===== src/rtl/vga_fb_scaler_addr_pkg.sv =====
// ----------------------------------------------------------------------------
// vga_fb_scaler_addr_pkg
//  Shared definitions for the framebuffer read-address generator:
//  scale-mode encodings, default geometry, out-of-window address for the
//  default address width and RGB332 colour constants.
// ----------------------------------------------------------------------------
package vga_fb_scaler_addr_pkg;

    // scale_mode encodings; the two upper codes are reserved and behave as 1x
    typedef enum logic [1:0] {
        SCALE_1X   = 2'b00,
        SCALE_2X   = 2'b01,
        SCALE_RSV2 = 2'b10,
        SCALE_RSV3 = 2'b11
    } scale_e;

    // default geometry
    localparam int CAM_X_DEF = 320;
    localparam int CAM_Y_DEF = 240;
    localparam int VGA_X_DEF = 640;
    localparam int VGA_Y_DEF = 480;
    localparam int AW_DEF    = 17;
    localparam int DW_DEF    = 8;

    // address driven when no frame-buffer pixel is wanted
    localparam logic [AW_DEF-1:0] OOB_ADDR = '1;

    // RGB332 colours
    localparam logic [7:0] COLOR_BLACK = 8'h00;
    localparam logic [7:0] COLOR_RED   = 8'hE0;
    localparam logic [7:0] COLOR_GREEN = 8'h1C;
    localparam logic [7:0] COLOR_BLUE  = 8'h03;
    localparam logic [7:0] COLOR_WHITE = 8'hFF;

    // reserved codes fall back to 1x
    function automatic logic is_scale_2x(input logic [1:0] mode);
        return mode == SCALE_2X;
    endfunction

endpackage


===== src/rtl/vga_fb_scaler_addr_window_calc.sv =====
// ----------------------------------------------------------------------------
// vga_window_calc
//  Combinational image-window geometry from the latched configuration.
//  All four candidate geometries are elaboration-time constants, so the
//  logic reduces to a pair of muxes.
//  Ports:
//    scale_2x   in   1   latched scale (1 = 2x, 0 = 1x)
//    center_en  in   1   latched centring enable
//    off_x      out  12  first window column
//    off_y      out  12  first window row
//    win_w      out  12  window width in VGA pixels
//    win_h      out  12  window height in VGA lines
// ----------------------------------------------------------------------------
module vga_window_calc
    import vga_fb_scaler_addr_pkg::*;
#(
    parameter int CAM_SCREEN_X = CAM_X_DEF,
    parameter int CAM_SCREEN_Y = CAM_Y_DEF,
    parameter int VGA_X        = VGA_X_DEF,
    parameter int VGA_Y        = VGA_Y_DEF
) (
    input  logic        scale_2x,
    input  logic        center_en,
    output logic [11:0] off_x,
    output logic [11:0] off_y,
    output logic [11:0] win_w,
    output logic [11:0] win_h
);

    localparam int W1 = CAM_SCREEN_X;
    localparam int W2 = 2 * CAM_SCREEN_X;
    localparam int H1 = CAM_SCREEN_Y;
    localparam int H2 = 2 * CAM_SCREEN_Y;

    // an image wider/taller than the screen is pinned to the top-left corner
    localparam int OX1 = (VGA_X > W1) ? (VGA_X - W1) / 2 : 0;
    localparam int OX2 = (VGA_X > W2) ? (VGA_X - W2) / 2 : 0;
    localparam int OY1 = (VGA_Y > H1) ? (VGA_Y - H1) / 2 : 0;
    localparam int OY2 = (VGA_Y > H2) ? (VGA_Y - H2) / 2 : 0;

    always_comb begin
        win_w = scale_2x ? 12'(W2) : 12'(W1);
        win_h = scale_2x ? 12'(H2) : 12'(H1);
        off_x = 12'd0;
        off_y = 12'd0;
        if (center_en) begin
            off_x = scale_2x ? 12'(OX2) : 12'(OX1);
            off_y = scale_2x ? 12'(OY2) : 12'(OY1);
        end
    end

endmodule


===== src/rtl/vga_fb_scaler_addr.sv =====
// ----------------------------------------------------------------------------
// vga_fb_scaler_addr
//  Frame-buffer read-address generator and pixel muxer for a 640x480 VGA
//  output. Maps the driver's next-pixel position to a camera-buffer address
//  with 1x/2x integer upscale and optional centring, using incremental
//  counters instead of a multiplier. Pixels outside the image window are
//  painted with border_color. Latency from position to pixel is 3 clocks.
//  Ports:
//    clk           in   1   VGA pixel clock
//    rst           in   1   synchronous active-high reset
//    scale_mode    in   2   00=1x, 01=2x, others=1x (latched at frame boundary)
//    center_en     in   1   centre image (latched at frame boundary)
//    border_color  in   DW  colour outside the image window
//    vga_posX      in   10  next-pixel X (counts through blanking)
//    vga_posY      in   9   next-pixel Y
//    mem_addr      out  AW  registered frame-buffer read address
//    mem_data      in   DW  frame-buffer data, 1 clk after mem_addr
//    pixel_out     out  DW  registered pixel
//    in_window     out  1   pixel_out came from the frame buffer
// ----------------------------------------------------------------------------
module vga_fb_scaler_addr
    import vga_fb_scaler_addr_pkg::*;
#(
    parameter int CAM_SCREEN_X = CAM_X_DEF,
    parameter int CAM_SCREEN_Y = CAM_Y_DEF,
    parameter int VGA_X        = VGA_X_DEF,
    parameter int VGA_Y        = VGA_Y_DEF,
    parameter int AW           = AW_DEF,
    parameter int DW           = DW_DEF
) (
    input  logic          clk,
    input  logic          rst,
    input  logic [1:0]    scale_mode,
    input  logic          center_en,
    input  logic [DW-1:0] border_color,
    input  logic [9:0]    vga_posX,
    input  logic [8:0]    vga_posY,
    output logic [AW-1:0] mem_addr,
    input  logic [DW-1:0] mem_data,
    output logic [DW-1:0] pixel_out,
    output logic          in_window
);

    localparam logic [AW-1:0] ADDR_OOB = {AW{1'b1}};

    // latched configuration and resync state
    logic          mode_2x_reg;
    logic          center_reg;
    logic          synced_reg;

    // address counters
    logic [AW-1:0] row_base_reg;
    logic [AW-1:0] col_reg;
    logic          xsub_reg;
    logic          ysub_reg;

    // pipeline
    logic          win_d1_reg;
    logic          win_d2_reg;
    logic [AW-1:0] mem_addr_reg;
    logic [DW-1:0] pixel_out_reg;
    logic          in_window_reg;

    logic [11:0]   off_x, off_y, win_w, win_h;
    logic [11:0]   pos_x, pos_y;
    logic          x_in, y_in, win, line_end, frame_boundary;

    vga_window_calc #(
        .CAM_SCREEN_X (CAM_SCREEN_X),
        .CAM_SCREEN_Y (CAM_SCREEN_Y),
        .VGA_X        (VGA_X),
        .VGA_Y        (VGA_Y)
    ) u_window_calc (
        .scale_2x  (mode_2x_reg),
        .center_en (center_reg),
        .off_x     (off_x),
        .off_y     (off_y),
        .win_w     (win_w),
        .win_h     (win_h)
    );

    always_comb begin
        pos_x          = {2'b00, vga_posX};
        pos_y          = {3'b000, vga_posY};
        x_in           = (pos_x >= off_x) && (pos_x < off_x + win_w) && (pos_x < 12'(VGA_X));
        y_in           = (pos_y >= off_y) && (pos_y < off_y + win_h) && (pos_y < 12'(VGA_Y));
        // nothing is shown until the counters have been aligned to a frame
        win            = synced_reg && x_in && y_in;
        line_end       = synced_reg && (pos_x == 12'(VGA_X)) && y_in;
        frame_boundary = (vga_posX == 10'd0) && (pos_y == 12'(VGA_Y));
    end

    always_ff @(posedge clk) begin
        if (rst) begin
            mode_2x_reg   <= 1'b0;
            center_reg    <= 1'b0;
            synced_reg    <= 1'b0;
            row_base_reg  <= '0;
            col_reg       <= '0;
            xsub_reg      <= 1'b0;
            ysub_reg      <= 1'b0;
            win_d1_reg    <= 1'b0;
            win_d2_reg    <= 1'b0;
            mem_addr_reg  <= ADDR_OOB;
            pixel_out_reg <= DW'(COLOR_BLACK);
            in_window_reg <= 1'b0;
        end else begin
            // win travels two stages to line up with the returned mem_data
            win_d1_reg    <= win;
            win_d2_reg    <= win_d1_reg;
            in_window_reg <= win_d2_reg;
            pixel_out_reg <= win_d2_reg ? mem_data : border_color;
            mem_addr_reg  <= win ? (row_base_reg + col_reg) : ADDR_OOB;

            if (frame_boundary) begin
                mode_2x_reg  <= is_scale_2x(scale_mode);
                center_reg   <= center_en;
                synced_reg   <= 1'b1;
                row_base_reg <= '0;
                col_reg      <= '0;
                xsub_reg     <= 1'b0;
                ysub_reg     <= 1'b0;
            end else if (win) begin
                // in 2x each source column is emitted on two consecutive pixels
                if (!mode_2x_reg || xsub_reg) begin
                    col_reg  <= col_reg + AW'(1);
                    xsub_reg <= 1'b0;
                end else begin
                    xsub_reg <= 1'b1;
                end
            end else if (line_end) begin
                col_reg  <= '0;
                xsub_reg <= 1'b0;
                // in 2x each source row is emitted on two consecutive lines
                if (!mode_2x_reg || ysub_reg) begin
                    row_base_reg <= row_base_reg + AW'(CAM_SCREEN_X);
                    ysub_reg     <= 1'b0;
                end else begin
                    ysub_reg <= 1'b1;
                end
            end
        end
    end

    assign mem_addr  = mem_addr_reg;
    assign pixel_out = pixel_out_reg;
    assign in_window = in_window_reg;

endmodule

===== config.mk =====
export PLATFORM = sky130hd
export DESIGN_NAME = vga_fb_scaler_addr
export DESIGN_NICKNAME = d
export VERILOG_FILES = /design/src/rtl/vga_fb_scaler_addr_pkg.sv /design/src/rtl/vga_fb_scaler_addr_window_calc.sv /design/src/rtl/vga_fb_scaler_addr.sv
export SDC_FILE = /design/constraint.sdc
export NUM_CORES = 1
export LEC_CHECK = 0
export BUFFER_PORTS_ARGS = -buffer_cell sky130_fd_sc_hd__buf_2
export CORE_MARGIN = 4
export CORE_UTILIZATION = 33
export CTS_BUF_LIST = sky130_fd_sc_hd__clkbuf_2
export CTS_CLUSTER_SIZE = 25
export DETAILED_ROUTE_END_ITERATION = 6
export SYNTH_ARGS = -nofsm -noshare
export SYNTH_HDL_FRONTEND = slang
export SYNTH_SLANG_ARGS = --single-unit

===== constraint.sdc =====
create_clock -name clk -period 3.9 [get_ports clk]
set_clock_uncertainty 0.05 [all_clocks]
set_input_delay 0.195 -clock clk [delete_from_list [all_inputs] [get_ports clk]]
set_output_delay 0.195 -clock clk [all_outputs]
set_load 0.02 [all_outputs]

==> metrics.cfg <==
[worst_setup_path]
rrSetupSlack_ps = 510
cp_cell_sequence = inv_1, nand2_1, inv_1, ha_1, or4b_1, a21oi_2, o2111a_2, nand2_1, or4_1, a21oi_1
critPathCaptureType = register
r2r_cells = 10
critical_path.max_fanout = 19
cp_data_arrival_time_ps = 3760
cp-start-kind = register
crit_type = register to register
crit_path_max_incr_delay_ps = 620
crit_slowest_cell = or4_1
cp_num_buf_inv = 2
worstPathRequired_ps = 4280
path_depth = 10
cpLargestDelayFamily = simple AND/OR/NAND/NOR gates

[synth]
ys_ff_latch = 61
syn_nets = 440
synthTopCellsByArea = dfxtp_1 38%, ha_1 9.6%, a21oi_1 5.4%
yosys_warnings = 0
synth_top_family_by_area = simple AND/OR/NAND/NOR gates
ys.flop_type = dfxtp_1
yosysSeqAreaShare_pct = 37.54
synth.avg_cell_area_um2 = 8.698
synth_compound_area_share_pct = 18.42
synth-xor-area-share_pct = 1.615
synthTopCellsByCount = 61 x dfxtp_1, 35 x a21oi_1, 32 x nand2_1
netlist.area_leader.share_pct = 37.54
synthMuxAreaShare_pct = 3.731
yosys.area.top_type = dfxtp_1
synthesis.instances = 374
synth.distinct_cells = 54
yosysMostFrequentCell = dfxtp_1
synth_simple_gate_area_share_pct = 24.50
synth_edf_count = 0
synthAdderAreaFrac_pct = 10.23
synth-async-reset-ratio_pct = 0
synth_area_mm2 = 0.003253

[clock_network]
max-clock-path-buffers = 2
path_clk_slew_ps = 180
cts_buffers = 9
cts_num_sinks = 61
cts_htree_levels = 3
cts_tree = done
cts_root_buf = clkbuf_2
worst_skew_pair.late_latency_ps = 480
cts_resized = 0

[min_path]
hold_path_class = input pin to register
whs_path_depth = 2

[cells_and_area]
instances_no_fill = 590
fill_cells = 932
layout-drive-gt1-share_pct = 19.74
antennaDiodeCount = 0
syn2layout_area_growth_pct = 22.08
finalNetCount = 523

[timing]
period_share_pct = 86.86
finalHoldViolations = 0
drv_slew = 0
worst_pin_slew_ps = 1156
min_period_ps = 3388
max_slew_margin_pct = 22.96
tns_ps = 0
setup-violations-final = 0
rsz0062_at_grt = no
fmax_ghz = 0.2952

[detailed_routing]
vias_per_cell = 5.176
drt_iter0_markers = 118
wl_per_cell_um = 13.72
antenna_left = 0
wirelength_mm = 8.097
vias = 3054
first_pass_iters = 4
drc = 0

[floorplan]
die_w_um = 107.3
coreArea_mm2 = 0.009415
ios = 66
fp.dieH_um = 107.3
die_area_mm2 = 0.01151
rows = 35
start_util_pct = 34.55

[pwr]
total_power_mw = 1.092
leakagePower_nw = 1.537
peakVddDrop_v = 0.0001331
p_per_area_mw_per_mm2 = 275.1

[place]
numPortBuffers = 65
hpwl_mm = 5.880
post-place-cells = 556
place_congestion = 0.8108

[global_routing]
track_usage_pct = 14.55
grt_pass1_wl_mm = 13.61
overflow = 0
antenna_found_initial = 0
grt_max_degree = 34
grt_pass1_vias = 2914

[job]
drv_cap = 0

[status]
status = complete, no violations

## metal layers
layer | track usage [%] | wire length [um]
met2 | 24.13 | 3968
met4 | 5.023 | 79
met1 | 18.58 | 3674
met5 | 0 | 0
met3 | 3.239 | 374
## layout make-up
type,count,area (um^2),area share [%]
tap,129,161.4,4.064
clock buffer,10,50.05,1.260
timing repair buffer,85,523.0,13.17
clock inverter,5,52.55,1.323
inverter,15,56.30,1.418
sequential,61,1221,30.75
multi-input combinational,285,1907,48.02
## cells by family after synthesis
family / Yosys count
multiplexers: 12
XOR/XNOR: 6
buffers and inverters: 28
AO/OA/AOI/OAI: 95
flip-flops: 61
adder cells (fa/ha/maj): 26
AND/OR/NAND/NOR: 145
other: 1
## stage by stage
stage / hold WS (ps) / util (%) / setup slack (ps) / area, um^2
floorplan: 247.3 / - / 1079 / 3253
global placement: 372.6 / 39.07 / 753.3 / 3679
detailed placement: 382.0 / 39.07 / 562.1 / 3679
CTS: 25.22 / 42.18 / 522.5 / 3971
global route: 59.75 / 42.18 / 231.1 / 3971
finish: 76.98 / 42.18 / 512.3 / 3971
## path summary, 6_finish.rpt
check	from	endpoint
setup / recovery	mode_2x_reg$_SDFFE_PP0P_	col_reg[6]$_SDFFE_PP0P_
setup reg to reg	mode_2x_reg$_SDFFE_PP0P_	col_reg[6]$_SDFFE_PP0P_
hold reg to reg	win_d1_reg$_SDFF_PP0_	win_d2_reg$_SDFF_PP0_
hold / removal	rst	in_window$_SDFF_PP0_
## report_power, final
group          internal (mW)  switching, mW  total, mW  leakage (nW)
Clock                  0.144          0.232      0.376        0.0675
Sequential             0.628        0.00100      0.629         0.494
Combinational         0.0401         0.0468     0.0869         0.975
Total                  0.812          0.280       1.09          1.54
## worst register-to-register path, cell delays in order (launching register included)
cell      delay, ps
dfxtp_1         530
inv_1           130
nand2_1         200
inv_1            70
ha_1            260
or4b_1          450
a21oi_2         180
o2111a_2        320
nand2_1         360
or4_1           630
a21oi_1         160
## layout by cell type, fill, tap and decap left out, types with 3 or more instances in the layout
cell type and count:
nor2_1 26, nor4_1 4, or2_2 4, nor2b_1 4
dfxtp_1 61, nand3_1 10, mux2i_1 11, dlygate4sd3_1 19
o31ai_1 16, or3_1 14, clkinv_2 3, or4_1 16
and3_1 5, or4b_1 3, a21oi_1 35, buf_2 65
clkbuf_2 10, nand4_1 9, o21a_1 4, nand2_1 32
ha_1 25, xor2_1 4, nor3_1 7, inv_1 15
o21ai_0 20
## timing repair
action | CTS | global route
buffers inserted | 0 | 0
endpoints found under the hold margin | 10 | 0
hold buffers | 19 | 0
endpoints found under the setup margin | 0 | 0
No activity file was read; power rests on OpenSTA's default activity.
